$ cat src/rtl/ahbl_trace_capture.sv
// rtl/ahbl_trace_capture.sv - passive AHB-Lite transfer tracer with record FIFO
module ahbl_trace_capture #(
  parameter int DEPTH  = 16,
  parameter int TS_W   = 32,
  parameter int DROP_W = 16
) (
  input  logic                   clk_i,
  input  logic                   rst_i,
  input  logic                   enable_i,
  input  logic [1:0]             ahbl_htrans_i,
  input  logic [31:0]            ahbl_haddr_i,
  input  logic                   ahbl_hwrite_i,
  input  logic [31:0]            ahbl_hwdata_i,
  input  logic [31:0]            ahbl_hrdata_i,
  input  logic                   ahbl_hreadyout_i,
  output logic                   trace_valid_o,
  input  logic                   trace_ready_i,
  output logic [TS_W-1:0]        trace_tstamp_o,
  output logic [31:0]            trace_addr_o,
  output logic [31:0]            trace_data_o,
  output logic                   trace_write_o,
  output logic [$clog2(DEPTH):0] fifo_level_o,
  output logic [DROP_W-1:0]      drop_count_o
);
  localparam int AW = $clog2(DEPTH);
  localparam int LW = AW + 1;
  localparam int RW = TS_W + 65;

  logic [TS_W-1:0]   tstamp_q;
  logic              pending_q;
  logic              pwrite_q;
  logic [31:0]       paddr_q;
  logic [RW-1:0]     mem_q [DEPTH];
  logic [AW-1:0]     wr_ptr_q;
  logic [AW-1:0]     rd_ptr_q;
  logic [LW-1:0]     level_q;
  logic [DROP_W-1:0] drop_q;
  logic              accept;
  logic              complete;
  logic              full;
  logic              pop;
  logic              push;
  logic              drop;
  logic [RW-1:0]     rec;
  logic              unused_htrans0;

  // only HTRANS[1] distinguishes NONSEQ/SEQ from IDLE/BUSY
  assign unused_htrans0 = ahbl_htrans_i[0];

  assign accept   = enable_i && ahbl_htrans_i[1] && ahbl_hreadyout_i;
  assign complete = pending_q && ahbl_hreadyout_i;
  assign full     = (level_q == LW'(DEPTH));
  assign pop      = trace_valid_o && trace_ready_i;
  assign push     = complete && (!full || pop);
  assign drop     = complete && full && !pop;
  assign rec      = {tstamp_q, paddr_q, (pwrite_q ? ahbl_hwdata_i : ahbl_hrdata_i), pwrite_q};

  always_ff @(posedge clk_i) begin
    if (rst_i) begin
      tstamp_q  <= '0;
      pending_q <= 1'b0;
      paddr_q   <= '0;
      pwrite_q  <= 1'b0;
    end else begin
      tstamp_q <= tstamp_q + TS_W'(1);
      if (accept) begin
        pending_q <= 1'b1;
        paddr_q   <= ahbl_haddr_i;
        pwrite_q  <= ahbl_hwrite_i;
      end else if (complete) begin
        pending_q <= 1'b0;
      end
    end
  end

  always_ff @(posedge clk_i) begin
    if (rst_i) begin
      wr_ptr_q <= '0;
      rd_ptr_q <= '0;
      level_q  <= '0;
      drop_q   <= '0;
    end else begin
      if (push) wr_ptr_q <= wr_ptr_q + AW'(1);
      if (pop)  rd_ptr_q <= rd_ptr_q + AW'(1);
      level_q <= level_q + LW'(push) - LW'(pop);
      if (drop && (drop_q != '1)) drop_q <= drop_q + DROP_W'(1);
    end
  end

  // storage needs no reset; occupancy tracking masks stale entries
  always_ff @(posedge clk_i) begin
    if (push && !rst_i) mem_q[wr_ptr_q] <= rec;
  end

  assign trace_valid_o = (level_q != '0);
  assign {trace_tstamp_o, trace_addr_o, trace_data_o, trace_write_o} =
    trace_valid_o ? mem_q[rd_ptr_q] : '0;
  assign fifo_level_o  = level_q;
  assign drop_count_o  = drop_q;
endmodule

$ cat config.mk
export PLATFORM = sky130hd
export DESIGN_NAME = ahbl_trace_capture
export DESIGN_NICKNAME = d
export VERILOG_FILES = /design/src/rtl/ahbl_trace_capture.sv
export SDC_FILE = /design/constraint.sdc
export NUM_CORES = 1
export LEC_CHECK = 0
export BUFFER_PORTS_ARGS = -buffer_cell sky130_fd_sc_hd__buf_2
export CORE_ASPECT_RATIO = 1.25
export CORE_MARGIN = 4
export CORE_UTILIZATION = 40
export DETAILED_ROUTE_END_ITERATION = 10
export PLACE_DENSITY_LB_ADDON = 0.15
export SLEW_MARGIN = 20
export SYNTH_ARGS = -nofsm -noshare
export SYNTH_HDL_FRONTEND = slang
export SYNTH_SLANG_ARGS = --single-unit
$ cat constraint.sdc
create_clock -name clk_i -period 18.5 [get_ports clk_i]
set_clock_uncertainty 0.15 [all_clocks]
set_input_delay 2.775 -clock clk_i [delete_from_list [all_inputs] [get_ports clk_i]]
set_output_delay 2.775 -clock clk_i [all_outputs]
set_load 0.1 [all_outputs]
==> flow_summary.toml <==
[run_status]
status = "completed"

[grt]
grt_max_degree = 157
grt_pass1_vias = 32096
grt_pass1_wl_um = 218000
grt_remaining_overflow = 0
gr-usage-all-layers = 0.184
antenna_found_initial = 3

[layout]
syn_to_final_growth_pct = 14.1
drive_above_1_share = 0.290
final_area_sq_um = 72200
nFillCells = 12939
nets = 3328

[run]
maxCapViolCount = 0

[clock_tree]
clk_pin_slew_worst_paths_ps = 50
hold_buffers = 0
clock_path_buffers = 3
cts_buffers = 162
clock_sinks = 1651
h-tree-depth = 4
cts_setup_buffers = 0
clockRootBuffer = "clkbuf_16"
cts_resized = 0
clock_latency_ps = 780
cts_tree = "built"

[power_and_ir_drop]
ir_worst_vdd_mv = 0.151
leakage_nw = 22.1
powerDensity_nw_per_um2 = 136

[synth]
synth_top_area_cell = "edfxtp_1"
synth_enable_flop_cells = 1552
synth_nets = 3051
synth.area.top_cells = "edfxtp_1, mux4_2, dfxtp_1"
synthArstFlopShare = 0
synth-seq-area-share = 0.768
ys_top_cells_by_count = "edfxtp_1, mux4_2, mux2i_1"
synth_area_sq_um = 63300
synth.distinct_cells = 47
synth-seq-cells = 1651
synthCells = 2933
synth_flop_cell = "edfxtp_1"
syn_area_per_cell_sq_um = 21.6
yosysWarningCount = 0
synth_top_area_share = 0.737
synth.most_common_cell = "edfxtp_1"

[placed_design]
gp_congestion = 0.753
port_buffers = 221
hpwlAfterDp_um = 71900
placed_cell_area_sq_um = 66900

[floorplan]
dieArea_sq_um = 165000
core-area_sq_um = 157000
fp.dieW_um = 364
die_y_um = 453
ios = 223
num_rows = 162
start_util = 0.404

[routing]
wl_um = 151000
drc = 0
viasPerCell = 5.60
wl_per_cell_um = 28.0
num_vias = 30255
ant_nets = 0
drtPass1Iterations = 5
drt_iter0_drc = 2337

[worst_setup_path]
crit_type = "flop to output port"
path_max_fanout = 48
cp.arrival_ps = 5020
r2r-start = "fifo_level_o[3]"
cp-start-kind = "flop"
crit_required_ps = 15580
cp-end-kind = "output port"

[worst_hold_path]
hp-class = "flop to flop"
hold_start = "pwrite_q"

[sta]
finalSetupViolCount = 0
hold_violations = 0
max_freq_mhz = 126
drv_slew = 0
relSlewSlack = 0.251
rsz0062_at_grt = "no"
tightestPinTransition_ps = 1120
fin_crit_ps = 7940
finalSetupTns_ps = 0
period_share = 0.429
==> final timing paths <==
path	cells after the start	end	slack, ps
setup / recovery	5	trace_tstamp_o[10]	10560
hold / removal	2	pwrite_q	310
setup reg to reg	8	mem_q[8][12]	13680
hold reg to reg	2	pwrite_q	310
==> cells by family after synthesis <==
group,after synthesis,synth area share
AO/OA/AOI/OAI,199,0.0186
buffers and inverters,179,0.0118
XOR/XNOR,20,0.00277
AND/OR/NAND/NOR,251,0.0206
flip-flops,1651,0.768
multiplexers,619,0.175
adder cells (fa/ha/maj),14,0.00289
==> cell usage in the layout (no fill, tap or decap), types with 8 or more instances in the layout <==
cell,count
xnor2_1,9
or4_1,17
o21ai_0,12
clkbuf_1,46
buf_2,220
nor2_4,12
bufinv_16,12
nand4_1,19
nor2b_1,9
mux4_2,388
mux2_2,36
clkinv_2,33
clkbuf_16,165
buf_4,46
ha_1,13
buf_12,8
nand3_1,20
xor2_1,11
inv_1,16
clkinv_1,18
dfxtp_1,95
nand2_1,89
or3_1,9
mux2i_1,195
nor2_1,28
and4_1,10
o22ai_1,97
o31ai_1,16
clkbuf_8,15
a21oi_1,67
edfxtp_1,1552
==> power breakdown <==
part | internal [W] | switching, W | total [W]
clock | 0.00187 | 0.00137 | 0.00324
combinational | 0.000733 | 0.00172 | 0.00245
sequential | 0.00408 | 0.0000560 | 0.00413
total | 0.00668 | 0.00314 | 0.00983
==> through the flow <==
stage / total power [W] / instances / setup WS [ps] / utilization / hold slack, ps
3_5_place_dp: 0.00671 / 5095 / 11210 / 0.427 / 311
4_1_cts: 0.00995 / 5396 / 10330 / 0.460 / 320
6_report: 0.00983 / 5399 / 10560 / 0.461 / 308
5_1_grt: 0.0102 / 5398 / 10270 / 0.461 / 342
2_1_floorplan: 0.00619 / 2933 / 7720 / - / 309
3_3_place_gp: 0.00668 / 5095 / 11260 / 0.427 / 306
==> sequential cells by signal, summed over array words and instances (netlist names), named ones only <==
| signal | cells |
|---|---|
| drop_count_o | 16 |
| tstamp_q | 32 |
| pending_q | 1 |
| mem_q | 1552 |
| rd_ptr_q | 4 |
| paddr_q | 32 |
| pwrite_q | 1 |
| wr_ptr_q | 4 |
| fifo_level_o | 5 |
==> critical path, cell delays in order, from the launching register on <==
cell     delay (ps)
dfxtp_4        1000
buf_4           950
buf_4           850
mux2i_1         200
o22ai_1         620
buf_2           550
==> layer usage <==
metal	GRT usage	part of all wire
met5	0	0
met4	0.0441	0.019
met3	0.0297	0.050
met2	0.318	0.51
met1	0.244	0.42
==> final cells by class <==
cell class                 count  area (sq um)  share of cell area
antenna                        2          5.00           0.0000693
clock buffer                 226          4510              0.0625
clock inverter                75           734              0.0102
inverter                      16          60.1            0.000832
multi-input combinational   1103         14100               0.195
sequential                  1651         48600               0.673
tap                         2050          2560              0.0355
timing repair buffer         276          1630              0.0226
Note: power is estimated with default switching activity, not from simulation.
